## config.mk

```make
export PLATFORM = sky130hd
export DESIGN_NAME = marquee_seq_flat
export DESIGN_NICKNAME = d
export VERILOG_FILES = /design/src/rtl/marquee_pkg.sv /design/src/rtl/marquee_seq_if.sv /design/src/rtl/marquee_alu.sv /design/src/rtl/marquee_seq.sv /design/src/flat_wrapper.sv
export SDC_FILE = /design/constraint.sdc
export NUM_CORES = 1
export LEC_CHECK = 0
export ABC_AREA = 1
export CORE_MARGIN = 3
export CORE_UTILIZATION = 52
export DETAILED_ROUTE_END_ITERATION = 8
export GPL_TIMING_DRIVEN = 0
export HOLD_SLACK_MARGIN = 0.02
export MAX_ROUTING_LAYER = met4
export PLACE_DENSITY = 0.89
export REMOVE_ABC_BUFFERS = 1
export SLEW_MARGIN = 20
export SYNTH_ARGS = -nofsm -noshare
export SYNTH_HDL_FRONTEND = slang
export SYNTH_SLANG_ARGS = --single-unit
```

## constraint.sdc

```tcl
create_clock -name clk -period 2 [get_ports clk]
set_input_delay 0.4 -clock clk [delete_from_list [all_inputs] [get_ports clk]]
set_output_delay 0.4 -clock clk [all_outputs]
set_load 0.02 [all_outputs]
```

## src/rtl/marquee_pkg.sv

```systemverilog
// Shared types for the programmable marquee sequencer: op encodings,
// width helpers and the power-on sequence table pattern.
package marquee_pkg;

  localparam int OP_W = 3;

  typedef enum logic [OP_W-1:0] {
    OP_OR    = 3'd0,
    OP_AND   = 3'd1,
    OP_XOR   = 3'd2,
    OP_CAT   = 3'd3,
    OP_ADD   = 3'd4,
    OP_SUB   = 3'd5,
    OP_NAND  = 3'd6,
    OP_PASSA = 3'd7
  } op_e;

  // Step pointer width; a single-entry table still gets a 1-bit pointer.
  function automatic int ptr_w(input int depth);
    return (depth > 1) ? $clog2(depth) : 1;
  endfunction

  function automatic int len_w(input int depth);
    return $clog2(depth + 1);
  endfunction

  // Reset pattern repeats the original fixed marquee: OR, AND, XOR, CAT.
  function automatic op_e reset_op(input int idx);
    case (idx % 4)
      0:       return OP_OR;
      1:       return OP_AND;
      2:       return OP_XOR;
      default: return OP_CAT;
    endcase
  endfunction

endpackage

```

## src/rtl/marquee_seq_if.sv

```systemverilog
// Operand-in / result-out stream bundle for marquee_seq.
// Both sides use valid/ready: a beat transfers on the rising clock edge where
// valid and ready are both high; valid must not depend on ready, and the
// payload is held stable while valid is high and ready is low.
interface marquee_seq_if #(
  parameter int W     = 3,
  parameter int DEPTH = 4
);
  import marquee_pkg::*;

  localparam int PW = ptr_w(DEPTH);

  logic            in_valid;
  logic            in_ready;
  logic [W-1:0]    in_a;
  logic [W-1:0]    in_b;
  logic            out_valid;
  logic            out_ready;
  logic [2*W-1:0]  out_data;
  logic [PW-1:0]   out_step;

  // master: operand source and result consumer; slave: the sequencer
  modport master (
    output in_valid, in_a, in_b, out_ready,
    input  in_ready, out_valid, out_data, out_step
  );

  modport slave (
    input  in_valid, in_a, in_b, out_ready,
    output in_ready, out_valid, out_data, out_step
  );

endinterface

```

## src/rtl/marquee_alu.sv

```systemverilog
// Combinational operator: applies one op code to two W-bit operands and
// produces a 2W-bit result.
module marquee_alu
  import marquee_pkg::*;
#(
  parameter int W = 3
) (
  input  op_e            op,
  input  logic [W-1:0]   a,
  input  logic [W-1:0]   b,
  output logic [2*W-1:0] res
);

  localparam int RW = 2 * W;

  logic        [W:0] sum;
  logic signed [W:0] diff;

  // One extra bit keeps the carry for ADD and the true sign for SUB.
  assign sum  = {1'b0, a} + {1'b0, b};
  assign diff = $signed({1'b0, a}) - $signed({1'b0, b});

  always_comb begin
    res = '0;
    case (op)
      OP_OR:    res = RW'(a | b);
      OP_AND:   res = RW'(a & b);
      OP_XOR:   res = RW'(a ^ b);
      OP_CAT:   res = {a, b};
      OP_ADD:   res = RW'(sum);
      OP_SUB:   res = RW'(diff);
      OP_NAND:  res = RW'(~(a & b));
      OP_PASSA: res = RW'(a);
      default:  res = '0;
    endcase
  end

endmodule

```

## src/rtl/marquee_seq.sv

```systemverilog
// Programmable marquee sequencer: each accepted operand pair is combined by the
// op stored at the current step, result registered with one cycle of latency.
// Optional feature macro: MARQUEE_SEQ_HOLD_EN (adds the hold input).
module marquee_seq
  import marquee_pkg::*;
#(
  parameter int W     = 3,
  parameter int DEPTH = 4,
  localparam int PW   = ptr_w(DEPTH),
  localparam int LW   = len_w(DEPTH)
) (
  input  logic            clk,
  input  logic            rst,
  marquee_seq_if.slave    bus,
  input  logic            cfg_we,
  input  logic [PW-1:0]   cfg_addr,
  input  logic [OP_W-1:0] cfg_op,
  input  logic            cfg_len_we,
  input  logic [LW-1:0]   cfg_len,
`ifdef MARQUEE_SEQ_HOLD_EN
  input  logic            hold,
`endif
  output logic [PW-1:0]   dbg_ptr,
  output logic [LW-1:0]   dbg_len
);

  op_e             tbl [DEPTH];
  logic [PW-1:0]   ptr;
  logic [LW-1:0]   len;
  logic            out_valid;
  logic [2*W-1:0]  out_data;
  logic [PW-1:0]   out_step;

  logic            accept;
  logic            advance;
  logic            ptr_last;
  logic            addr_ok;
  op_e             cur_op;
  logic [2*W-1:0]  alu_res;

  assign bus.in_ready  = !out_valid || bus.out_ready;
  assign accept        = bus.in_valid && bus.in_ready;
  assign bus.out_valid = out_valid;
  assign bus.out_data  = out_data;
  assign bus.out_step  = out_step;
  assign dbg_ptr       = ptr;
  assign dbg_len       = len;

`ifdef MARQUEE_SEQ_HOLD_EN
  assign advance = accept && !hold;
`else
  assign advance = accept;
`endif

  assign ptr_last = (32'(ptr) == 32'(len) - 1);
  assign addr_ok  = (32'(cfg_addr) < DEPTH);

  // Table is read before any same-cycle write lands, so the accept sees the old op.
  assign cur_op = tbl[ptr];

  marquee_alu #(.W(W)) u_alu (
    .op  (cur_op),
    .a   (bus.in_a),
    .b   (bus.in_b),
    .res (alu_res)
  );

  always_ff @(posedge clk) begin
    if (rst) begin
      out_valid <= 1'b0;
      out_data  <= '0;
      out_step  <= '0;
      ptr       <= '0;
      len       <= LW'(DEPTH);
      for (int i = 0; i < DEPTH; i++) begin
        tbl[i] <= reset_op(i);
      end
    end else begin
      if (accept) begin
        out_valid <= 1'b1;
        out_data  <= alu_res;
        out_step  <= ptr;
      end else if (bus.out_ready) begin
        out_valid <= 1'b0;
      end

      if (cfg_we && addr_ok) begin
        tbl[cfg_addr] <= op_e'(cfg_op);
      end

      // A length write restarts the sequence and overrides any pointer advance.
      if (cfg_len_we) begin
        if (cfg_len == '0 || 32'(cfg_len) > DEPTH) begin
          len <= LW'(DEPTH);
        end else begin
          len <= cfg_len;
        end
        ptr <= '0;
      end else if (advance) begin
        ptr <= ptr_last ? '0 : ptr + 1'b1;
      end
    end
  end

endmodule

```

## src/flat_wrapper.sv

```systemverilog
// flat-port wrapper written by rule: the top's interface ports become plain ports
module marquee_seq_flat import marquee_pkg::*;
#(
  parameter int W     = 3,
  parameter int DEPTH = 4,
  localparam int PW   = ptr_w(DEPTH),
  localparam int LW   = len_w(DEPTH)
)
  (clk, rst, cfg_we, cfg_addr, cfg_op, cfg_len_we, cfg_len, dbg_ptr, dbg_len, bus_in_valid, bus_in_a, bus_in_b, bus_out_ready, bus_in_ready, bus_out_valid, bus_out_data, bus_out_step);
  marquee_seq_if #(.W(W), .DEPTH(DEPTH)) bus_i ();
  input  logic clk;
  input  logic rst;
  input  logic cfg_we;
  input  logic [PW-1:0] cfg_addr;
  input  logic [OP_W-1:0] cfg_op;
  input  logic cfg_len_we;
  input  logic [LW-1:0] cfg_len;
  output logic [PW-1:0] dbg_ptr;
  output logic [LW-1:0] dbg_len;
  input wire logic [$bits(bus_i.in_valid)-1:0] bus_in_valid;
  input wire logic [$bits(bus_i.in_a)-1:0] bus_in_a;
  input wire logic [$bits(bus_i.in_b)-1:0] bus_in_b;
  input wire logic [$bits(bus_i.out_ready)-1:0] bus_out_ready;
  output wire logic [$bits(bus_i.in_ready)-1:0] bus_in_ready;
  output wire logic [$bits(bus_i.out_valid)-1:0] bus_out_valid;
  output wire logic [$bits(bus_i.out_data)-1:0] bus_out_data;
  output wire logic [$bits(bus_i.out_step)-1:0] bus_out_step;
  assign bus_i.in_valid = bus_in_valid;
  assign bus_i.in_a = bus_in_a;
  assign bus_i.in_b = bus_in_b;
  assign bus_i.out_ready = bus_out_ready;
  assign bus_in_ready = bus_i.in_ready;
  assign bus_out_valid = bus_i.out_valid;
  assign bus_out_data = bus_i.out_data;
  assign bus_out_step = bus_i.out_step;
  marquee_seq #(.W(W), .DEPTH(DEPTH)) u_core (.clk(clk), .rst(rst), .bus(bus_i), .cfg_we(cfg_we), .cfg_addr(cfg_addr), .cfg_op(cfg_op), .cfg_len_we(cfg_len_we), .cfg_len(cfg_len), .dbg_ptr(dbg_ptr), .dbg_len(dbg_len));
endmodule
```

Word level (Yosys, flattened, before mapping). Memories as Yosys holds them, arrays and structs flattened. A register that Yosys moved wholly into a read port is not among the register bits. Index checks and enable logic that the tools add are counted.

Register bits after elaboration: 14. Bits in writable memories: 12. Input bits: 20. Output and inout bits: 15. Word-level logic and storage cells: 51. Memories: 1.

Memory list: u_core.tbl (words 4, bits a word 3, rd ports 1, clocked after Yosys merged registers in 1, write ports 4, RTL line marquee_seq.sv:27) `op_e tbl [DEPTH];`.

$add $sub $neg: 4. $lt $le $gt $ge: 1. Equality and inequality tests: 8. Multiplexer cells: 19. Bitwise operators: 4. Reduce and logical (&&, ||, !) cells: 9.

Operators with widths (number): case mux 6 bit (8 select lines) (1); equality test 2 x 32 -> 1 bit (1); 2-to-1 mux 3 bit (6); equality test 3 bit, second input constant (4); 2-to-1 mux 1 bit (8); 2-to-1 mux 2 bit (4); equality test 3 x 2 -> 1 bit, second input constant (2); zero test 3 bit (2); inverter 3 -> 6 bit (1); adder 3 x 3 -> 4 bit (1); subtractor 3 x 1 -> 4 bit, second input constant (1); subtractor 3 x 3 -> 4 bit (1); bitwise AND 3 bit (1); equality test 3 x 1 -> 1 bit, second input constant (1); greater-than comparator 3 bit, second input constant (1); OR 3 bit (1); OR reduction 3 bit (1); bitwise XOR 3 bit (1); adder 2 x 1 -> 2 bit, second input constant (1); logical OR 1 bit (2); nonzero test 2 bit (1); OR reduction 2 bit (1); logical AND 1 bit (1); zero test 1 bit (1).

Depth between registers and ports, before layout.
Depth in word-level cells: 5. Mapped depth: 14. Gate-level depth less buffers: 13.

Cells and area by module. A second synthesis with hierarchy kept.

Cells, all modules: 237. Area, all modules: 1825.5 µm².

Modules (own cells, without submodules): marquee_seq (times used 1, cells an instance 142, area each 1246.2 µm²); marquee_alu (times used 1, cells an instance 95, area each 579.3 µm²).

Worst setup path after synthesis. No wires, ideal clock.

Path kind: input-to-reg. Start point: in bus_in_a[0]. End point: reg u_core.out_data[2] (netlist: u_core.bus.out_data[2]). Arrival: 1.564 ns. Data required time: 1.936 ns. Path slack: 0.372 ns. Stages on the path: 10. Buffers on the path: 0. Cells stage by stage: inv_1 ha_1 inv_1 fa_1 xor2_1 nor3_1 nor2_1 nand3_1 nor2_1 nor2_1.

Longest elaborated chain between the ends: 2.

Ends and longest elaborated chain: from (decl) (RTL line flat_wrapper.sv:21) `input wire logic [$bits(bus_i.in_a)-1:0] bus_in_a;`; subtractor 3 x 3 -> 4 bit / adder 3 x 3 -> 4 bit (equally long branches) (RTL line marquee_alu.sv:21, marquee_alu.sv:20); case mux 6 bit (8 select lines) * (RTL line marquee_alu.sv:25) `case (op)`; to (signal assigned) (RTL line marquee_seq.sv:81) `out_data <= alu_res;`; to (decl) (RTL line marquee_seq.sv:31) `logic [2*W-1:0] out_data;`.

Mark *: on every way between the ends. The rest lies on a longest branch, timed or not. A chain may end at the register's enable or synchronous reset.

Final worst setup path.
Start point: in bus_in_b[1]. End point: reg u_core.out_data[2] (netlist: u_core.bus.out_data[2]).

Longest elaborated chain between the ends: 2.

Ends and longest elaborated chain: from (decl) (RTL line flat_wrapper.sv:22) `input wire logic [$bits(bus_i.in_b)-1:0] bus_in_b;`; subtractor 3 x 3 -> 4 bit / adder 3 x 3 -> 4 bit (equally long branches) (RTL line marquee_alu.sv:21, marquee_alu.sv:20); case mux 6 bit (8 select lines) * (RTL line marquee_alu.sv:25).

Marks and branches as above.

==> flow_results.xml <==
<?xml version="1.0" encoding="UTF-8"?>
<metrics>
  <group name="clock_network">
    <metric name="cts.sinks" unit="">28</metric>
    <metric name="cts_post_setup_buffers_inserted" unit="">0</metric>
    <metric name="clk_pin_slew" unit="ns">0.15</metric>
    <metric name="cts-root-buf" unit="">clkbuf_4</metric>
    <metric name="number_of_levels_the_h_tree_was_split_into" unit="">1</metric>
    <metric name="numCtsBuffers" unit="">3</metric>
    <metric name="worst_skew_pair.late_latency" unit="ns">0.34</metric>
    <metric name="clockBufferDepth" unit="">2</metric>
    <metric name="cts_tree" unit="">built</metric>
  </group>
  <group name="cells_and_area">
    <metric name="finalCoreUtilization" unit="">0.672</metric>
    <metric name="finalNetCount" unit="">315</metric>
    <metric name="layout-drive-gt1-share" unit="">0.0819</metric>
    <metric name="ff_latch_area" unit="sq um">681</metric>
    <metric name="ant_cells" unit="">0</metric>
    <metric name="area_delta_synth_final" unit="%">22.3</metric>
    <metric name="multi_input_comb_area" unit="sq um">998</metric>
    <metric name="filler_cell_count" unit="">268</metric>
    <metric name="finalNonFillerCells" unit="">327</metric>
    <metric name="final_design_area_no_fill" unit="sq um">2280</metric>
  </group>
  <group name="critical_path">
    <metric name="cp-startpoint" unit="">bus_in_b[1]</metric>
    <metric name="cp.required" unit="ns">2.29</metric>
    <metric name="worstSetupStartpointType" unit="">input pin</metric>
    <metric name="r2r_cell_count" unit="">11</metric>
    <metric name="kind_of_end_point_of_the_critical_path" unit="">flip-flop</metric>
    <metric name="worstPathMaxFanout" unit="">4</metric>
    <metric name="reg2reg_slack" unit="ns">0.20</metric>
    <metric name="worst-setup-path-type" unit="">input pin to flip-flop</metric>
    <metric name="reg2reg_to" unit="">u_core.bus.out_data[2]$_SDFFE_PP0P_</metric>
    <metric name="cp.arrival" unit="ns">2.14</metric>
  </group>
  <group name="synth">
    <metric name="yosys-top-cells-count" unit="">nand2_1, nor2_1, inv_1</metric>
    <metric name="postSynthAreaPerCell" unit="sq um">7.48</metric>
    <metric name="synth_top_family_by_area" unit="">simple AND/OR/NAND/NOR gates</metric>
    <metric name="post_synthesis_cell_type_with_the_largest_combined_area" unit="">edfxtp_1</metric>
    <metric name="post_synth_instance_area" unit="sq um">1860</metric>
    <metric name="synth.ff_latch_count" unit="">28</metric>
    <metric name="yosys-mux-area-fraction" unit="">0</metric>
    <metric name="synth_edf_count" unit="">12</metric>
    <metric name="synth_cell_type_count" unit="">34</metric>
    <metric name="synth_top_cells_by_area" unit="">edfxtp_1, dfxtp_1, nand2_1, nor2_1, ha_1</metric>
    <metric name="synth-adder-area-share" unit="">0.0954</metric>
    <metric name="synth-compound-area-share" unit="">0.0692</metric>
    <metric name="synth_seq_area_share" unit="">0.366</metric>
    <metric name="async_flop_share" unit="">0</metric>
    <metric name="synth_simple_gate_area_share" unit="">0.340</metric>
    <metric name="post-synth-top-count-cell" unit="">nand2_1</metric>
    <metric name="synth_xor_area_frac" unit="">0.0235</metric>
    <metric name="dominantRegCellSynth" unit="">dfxtp_1</metric>
    <metric name="yosysTopAreaCellShare" unit="">0.194</metric>
    <metric name="synth-warning-count" unit="">0</metric>
    <metric name="netlist_instances" unit="">249</metric>
  </group>
  <group name="min_path">
    <metric name="hold_path_class" unit="">flip-flop to flip-flop</metric>
    <metric name="min_path_cells" unit="">2</metric>
    <metric name="hold_path_end" unit="">u_core.bus.out_data[5]$_SDFFE_PP0P_</metric>
    <metric name="hold_path_startpoint" unit="">u_core.bus.out_data[5]$_SDFFE_PP0P_</metric>
  </group>
  <group name="die">
    <metric name="initial_standard_cell_utilization_of_the_core" unit="">0.549</metric>
    <metric name="placement_rows" unit="">21</metric>
    <metric name="floorplan.die.width" unit="um">65.8</metric>
    <metric name="die-area" unit="sq um">4330</metric>
    <metric name="core-area" unit="sq um">3390</metric>
    <metric name="die_h" unit="um">65.8</metric>
    <metric name="num_io_pins" unit="">35</metric>
  </group>
  <group name="drt">
    <metric name="routedWlPerCell" unit="um">12.2</metric>
    <metric name="detailroute.via_count" unit="">1706</metric>
    <metric name="route.final.wire_length" unit="um">4000</metric>
    <metric name="drtIter0Drc" unit="">145</metric>
    <metric name="detail_route.vias_per_cell" unit="">5.22</metric>
    <metric name="route.detailed.drc" unit="">0</metric>
    <metric name="dr.pass1.iters" unit="">5</metric>
    <metric name="drtAntennaViolNets" unit="">0</metric>
  </group>
  <group name="sta">
    <metric name="timing_worst_slew_pin_value" unit="ns">0.469</metric>
    <metric name="holdWs" unit="ns">0.492</metric>
    <metric name="timing.final.crit_share" unit="">0.929</metric>
    <metric name="fmaxAchievable" unit="GHz">0.538</metric>
    <metric name="layout_setup_ws" unit="ns">0.141</metric>
    <metric name="final.setup_skew" unit="ns">0.0108</metric>
    <metric name="rsz0062_at_grt" unit="">no</metric>
    <metric name="relSlewSlack" unit="">0.683</metric>
    <metric name="finalSetupViolCount" unit="">0</metric>
    <metric name="setup_total_negative_slack" unit="ns">0</metric>
    <metric name="finalWorstPathRequiredPeriod" unit="ns">1.86</metric>
    <metric name="finalHoldViolCount" unit="">0</metric>
    <metric name="timing.final.max_slew_violations" unit="">0</metric>
  </group>
  <group name="power_and_ir_drop">
    <metric name="pwr-share-comb" unit="">0.280</metric>
    <metric name="power.density" unit="nW/um^2">597</metric>
    <metric name="swShare" unit="">0.305</metric>
    <metric name="share_seq_of_total_power" unit="">0.485</metric>
    <metric name="netSwitchingPower" unit="mW">0.415</metric>
    <metric name="clock_power_share" unit="">0.235</metric>
    <metric name="ir_worst_vdd" unit="V">0.000396</metric>
    <metric name="leakage" unit="nW">1.03</metric>
    <metric name="cellInternalPower" unit="mW">0.944</metric>
    <metric name="post-layout-total-power" unit="mW">1.36</metric>
  </group>
  <group name="placed_design">
    <metric name="gp_congestion" unit="">0.896</metric>
    <metric name="preCtsSetupSlack" unit="ns">-0.360</metric>
    <metric name="place.port_buffers" unit="">34</metric>
    <metric name="placed_cells" unit="">323</metric>
    <metric name="hpwlAfterDp" unit="um">3150</metric>
    <metric name="post_dp_cell_area" unit="sq um">2200</metric>
  </group>
  <group name="grt">
    <metric name="global_route.usage.total" unit="">0.207</metric>
    <metric name="via_count_of_the_first_global_routing_pass" unit="">1649</metric>
    <metric name="gr-total-overflow" unit="">0</metric>
    <metric name="wire_length_of_the_first_global_routing_pass" unit="um">6910</metric>
    <metric name="grt_antenna_before_repair" unit="">0</metric>
    <metric name="grt_start_max_net_pins" unit="">17</metric>
  </group>
  <group name="run_status">
    <metric name="status" unit="">finished, final reports clean</metric>
  </group>
  <group name="run">
    <metric name="max-cap-violations" unit="">0</metric>
  </group>
</metrics>
==> worst max-delay path by stage <==
stage	end	slack, ns	cells after the start
2_1_floorplan	u_core.bus.out_data[2]$_SDFFE_PP0P_	0.36	10
3_3_place_gp	u_core.bus.out_data[2]$_SDFFE_PP0P_	-0.30	11
3_5_place_dp	u_core.bus.out_data[2]$_SDFFE_PP0P_	-0.36	11
4_1_cts	bus_in_ready	0.02	4
5_1_grt	u_core.bus.out_data[1]$_SDFFE_PP0P_	0.03	11
6_report	u_core.bus.out_data[2]$_SDFFE_PP0P_	0.14	9
==> power groups by stage <==
| stage | Combinational (mW) | Sequential [mW] | Clock [mW] |
|---|---|---|---|
| 2_1_floorplan | 0.213 | 0.690 | 0 |
| 3_3_place_gp | 0.366 | 0.671 | 0 |
| 3_5_place_dp | 0.376 | 0.672 | 0 |
| 4_1_cts | 0.378 | 0.659 | 0.318 |
| 5_1_grt | 0.426 | 0.665 | 0.349 |
| 6_report | 0.380 | 0.659 | 0.320 |
==> layer usage <==
| layer | track usage | wire length, um | vias to the layer above |
|---|---|---|---|
| met5 | - | 0 | - |
| met4 | 0.0984 | 108 | 0 |
| met3 | 0.0255 | 161 | 13 |
| met2 | 0.348 | 2040 | 50 |
| met1 | 0.247 | 1700 | 782 |
| li1 | - | - | 861 |
==> flip-flops by register name, summed over array words and instances, names as in the netlist, named ones only <==
signal and flops:
u_core.bus.out_data 6, u_core.bus.out_step 2, u_core.bus.out_valid 1, u_core.dbg_len 3
u_core.dbg_ptr 2, u_core.tbl 12
==> cell families after synthesis <==
kind of cell / count (synthesis)
fa+ha+maj: 13
xor+xnor: 5
compound gates: 22
buf+inv: 42
flops: 28
simple gates: 139
==> layout by cell type, fill, tap and decap left out, types with 3 or more instances in the layout <==
master / instances
nand3_1: 22
nand4_1: 4
nor2_1: 37
nand2_1: 56
nand2_2: 5
clkdlybuf4s50_1: 29
xnor2_1: 4
edfxtp_1: 12
o21ai_0: 8
dlymetal6s2s_1: 5
a21oi_1: 8
clkbuf_4: 3
nor3_1: 5
inv_1: 33
ha_1: 9
dfxtp_1: 16
==> final cells by class <==
class / count / area share
multi-input combinational: 179 / 0.438
inverter: 36 / 0.0615
timing repair buffer: 34 / 0.155
sequential: 28 / 0.299
tap: 46 / 0.0253
clock buffer: 4 / 0.0209
==> critical path: stages <==
cell and delay [ns]:
clkdlybuf4s50_1 0.52, inv_2 0.10, fa_1 0.46, xor2_1 0.17, nor3_1 0.16, nor2_1 0.08
nand3_1 0.10, nor2_1 0.05, nor2_1 0.11
==> what timing repair did <==
action                     4_1_cts  5_1_grt
setup endpoints to repair        1       11
hold buffers                     0        0
pin swaps                        1        1
resized for setup                0        8
(Power assumes the default switching activity.)
==> RTL change: new RTL, config.mk and constraints unchanged <==
`W` is set to 3 in 4 places; all go to 5.
--- a/src/rtl/marquee_seq_if.sv
+++ b/src/rtl/marquee_seq_if.sv
@@ -3,7 +3,7 @@
 // valid and ready are both high; valid must not depend on ready, and the
 // payload is held stable while valid is high and ready is low.
 interface marquee_seq_if #(
-  parameter int W     = 3,
+  parameter int W     = 5,
   parameter int DEPTH = 4
 );
   import marquee_pkg::*;
--- a/src/rtl/marquee_alu.sv
+++ b/src/rtl/marquee_alu.sv
@@ -3,7 +3,7 @@
 module marquee_alu
   import marquee_pkg::*;
 #(
-  parameter int W = 3
+  parameter int W = 5
 ) (
   input  op_e            op,
   input  logic [W-1:0]   a,
--- a/src/rtl/marquee_seq.sv
+++ b/src/rtl/marquee_seq.sv
@@ -4,7 +4,7 @@
 module marquee_seq
   import marquee_pkg::*;
 #(
-  parameter int W     = 3,
+  parameter int W     = 5,
   parameter int DEPTH = 4,
   localparam int PW   = ptr_w(DEPTH),
   localparam int LW   = len_w(DEPTH)
--- a/src/flat_wrapper.sv
+++ b/src/flat_wrapper.sv
@@ -1,7 +1,7 @@
 // flat-port wrapper written by rule: the top's interface ports become plain ports
 module marquee_seq_flat import marquee_pkg::*;
 #(
-  parameter int W     = 3,
+  parameter int W     = 5,
   parameter int DEPTH = 4,
   localparam int PW   = ptr_w(DEPTH),
   localparam int LW   = len_w(DEPTH)
Ports: changed (resized bus_in_a, bus_in_b and bus_out_data); port bits go from 35 to 43. The function was not compared with the original's and may differ.
==> RTL change against the original RTL <==
  * Total power up 42%
  * Sequential cell count is 4 higher
  * Global-route usage up 3.0 points
  * Clock skew fell by 0.0052 ns
  * Maximum frequency about the same
  * Combinational power grew 56%
  * Routed wire length is 53% higher
  * Sequential power up 14%
  * Setup slack better by 0.00052 ns
  * Area after synthesis rose by 33%
  * Final area is 35% higher
  * Critical endpoint is now u_core.bus.out_data[8]
  * Largest power group unchanged
  * Highest routed layer unchanged
==> RTL change: results (changes against the original RTL) <==
Worst-path clk slew 0.06 ns (-0.09 ns); GRT Total Usage 0.2370 (+0.02978); yosys warns 0 (unchanged); Non-Filler Instances 454 (+39%); Worst-Skew Late Latency 0.28 ns (-0.06 ns); first-pass GRT wire length 10.05 mm (+45%); largest net degree at the start of global routing 18 (+1); vias in the first global route 2305 (+40%); Final Skew 0.005593 ns (-0.005163 ns); outcome finished, final reports clean; R2R Setup Slk 0.21 ns; H-tree depth 2 (+1); asr flop ratio synth 0 (unchanged); Critical Path AT 2.07 ns (-0.07 ns); Seq/Total Area, Yosys 0.3071 (-0.05852); Final Wtd Congestion 0.9298 (+3.7%); VDD IR-drop max 0.0008110 V (+100%); leakage power total 0.001430 µW (+38%); CP startpoint bus_in_b[2]; Final HPWL DP 4.527 mm (+44%); Synth area leaders dfxtp_1 (16%), edfxtp_1 (15%), nand2_1 (14%), ha_1 (10%), nand3_1 (8.7%); initial detailed-routing violation count 209 (+44%); CTS Buf Count 5 (+2); DRT Pass-1 Iters 4 (-1); most instantiated cells after synthesis nand2_1 (94), inv_1 (47), nor2_1 (47); final wirelength 6.111 mm (+53%); I/O Buffers 42 (+24%); Via-to-Cell Ratio 5.339 (+2.3%); fill cell count 351 (+31%); hold path startpoint u_core.bus.out_data[9]; Max Fclk 538.2 MHz (about the same); max reg flops 12 (unchanged); initial antenna violation count 0 (unchanged); layout cells sized above 1 0.1318 (+0.04999); Post-synth EDFFs 12 (unchanged); synthesized instance count 360 (+45%); Nets 447 (+42%); Place WS -0.6220 ns (-0.2618 ns); slew at the pin with the worst max-slew slack 0.6207 ns (+0.1515 ns); Post-Place Cell Area 0.002900 mm² (+32%); crit-path max FO 7 (+3); root buffer cell clkbuf_8
RTL change: layout make-up:
class | instances | area share
multi-input combinational | 269 | 0.5014
sequential | 32 | 0.2479
timing repair buffer | 43 | 0.1315
inverter | 50 | 0.06349
clock buffer | 5 | 0.02239
tap | 52 | 0.02116
clock inverter | 3 | 0.01221
RTL change: cell families (layout without fill, tap and decap cells):
logic type | after synthesis | after routing | share of synthesized area
AOI/OAI and AO/OA | 28 | 28 | 0.06364
xor gates and xnor gates | 5 | 5 | 0.01768
adders and majority gates | 22 | 22 | 0.1172
buffers and inverters | 59 | 101 | 0.1020
DFF | 32 | 32 | 0.3071
and+or+nand+nor | 214 | 214 | 0.3924
RTL change: routing by layer:
layer / GRT usage / share of wire / up-vias
met2: 0.3936 / 0.49 / 83
met3: 0.05607 / 0.066 / 8
met5: - / 0 / -
met4: 0.05534 / 0.012 / 0
met1: 0.2917 / 0.44 / 1105
li1: - / - / 1228
RTL change: worst max-delay path, stage by stage:
cell and delay (ns):
clkdlybuf4s15_1 0.26, inv_1 0.12, ha_4 0.33, inv_1 0.10
a21oi_2 0.16, o21ai_0 0.10, nor2_1 0.14, nand2_2 0.12
nand3_1 0.12, nand2_1 0.08, a21oi_2 0.15
RTL change: timing repair:
| item | 4_1_cts | 5_1_grt |
|---|---|---|
| pin swaps | 0 | 4 |
| buffers inserted | 0 | 1 |
| hold buffers | 0 | 0 |
| gates resized for setup | 21 | 25 |
| endpoints found under the setup margin | 13 | 20 |
RTL change: per-stage QoR:
step             util  hold WS (ns)
6_report       0.6871        0.4736
5_1_grt        0.6871        0.5001
4_1_cts        0.6804        0.4736
3_5_place_dp   0.6482        0.4644
3_3_place_gp   0.6482        0.4532
2_1_floorplan       -        0.4624
RTL change: final timing paths:
check	endpoint	depth (start not counted)
worst max-delay path	u_core.bus.out_data[8]	11
worst min-delay path	u_core.bus.out_data[9]	2
worst max register to register	u_core.bus.out_data[8]	10
worst min register to register	u_core.bus.out_data[9]	2
RTL change: where the power goes:
group          total [µW]  leakage (µW)  switching (µW)  internal (µW)
Clock                 592     0.0000532             230            362
Sequential            751      0.000282            28.2            723
Combinational         591       0.00109             362            230
Total                1930       0.00143             620           1310
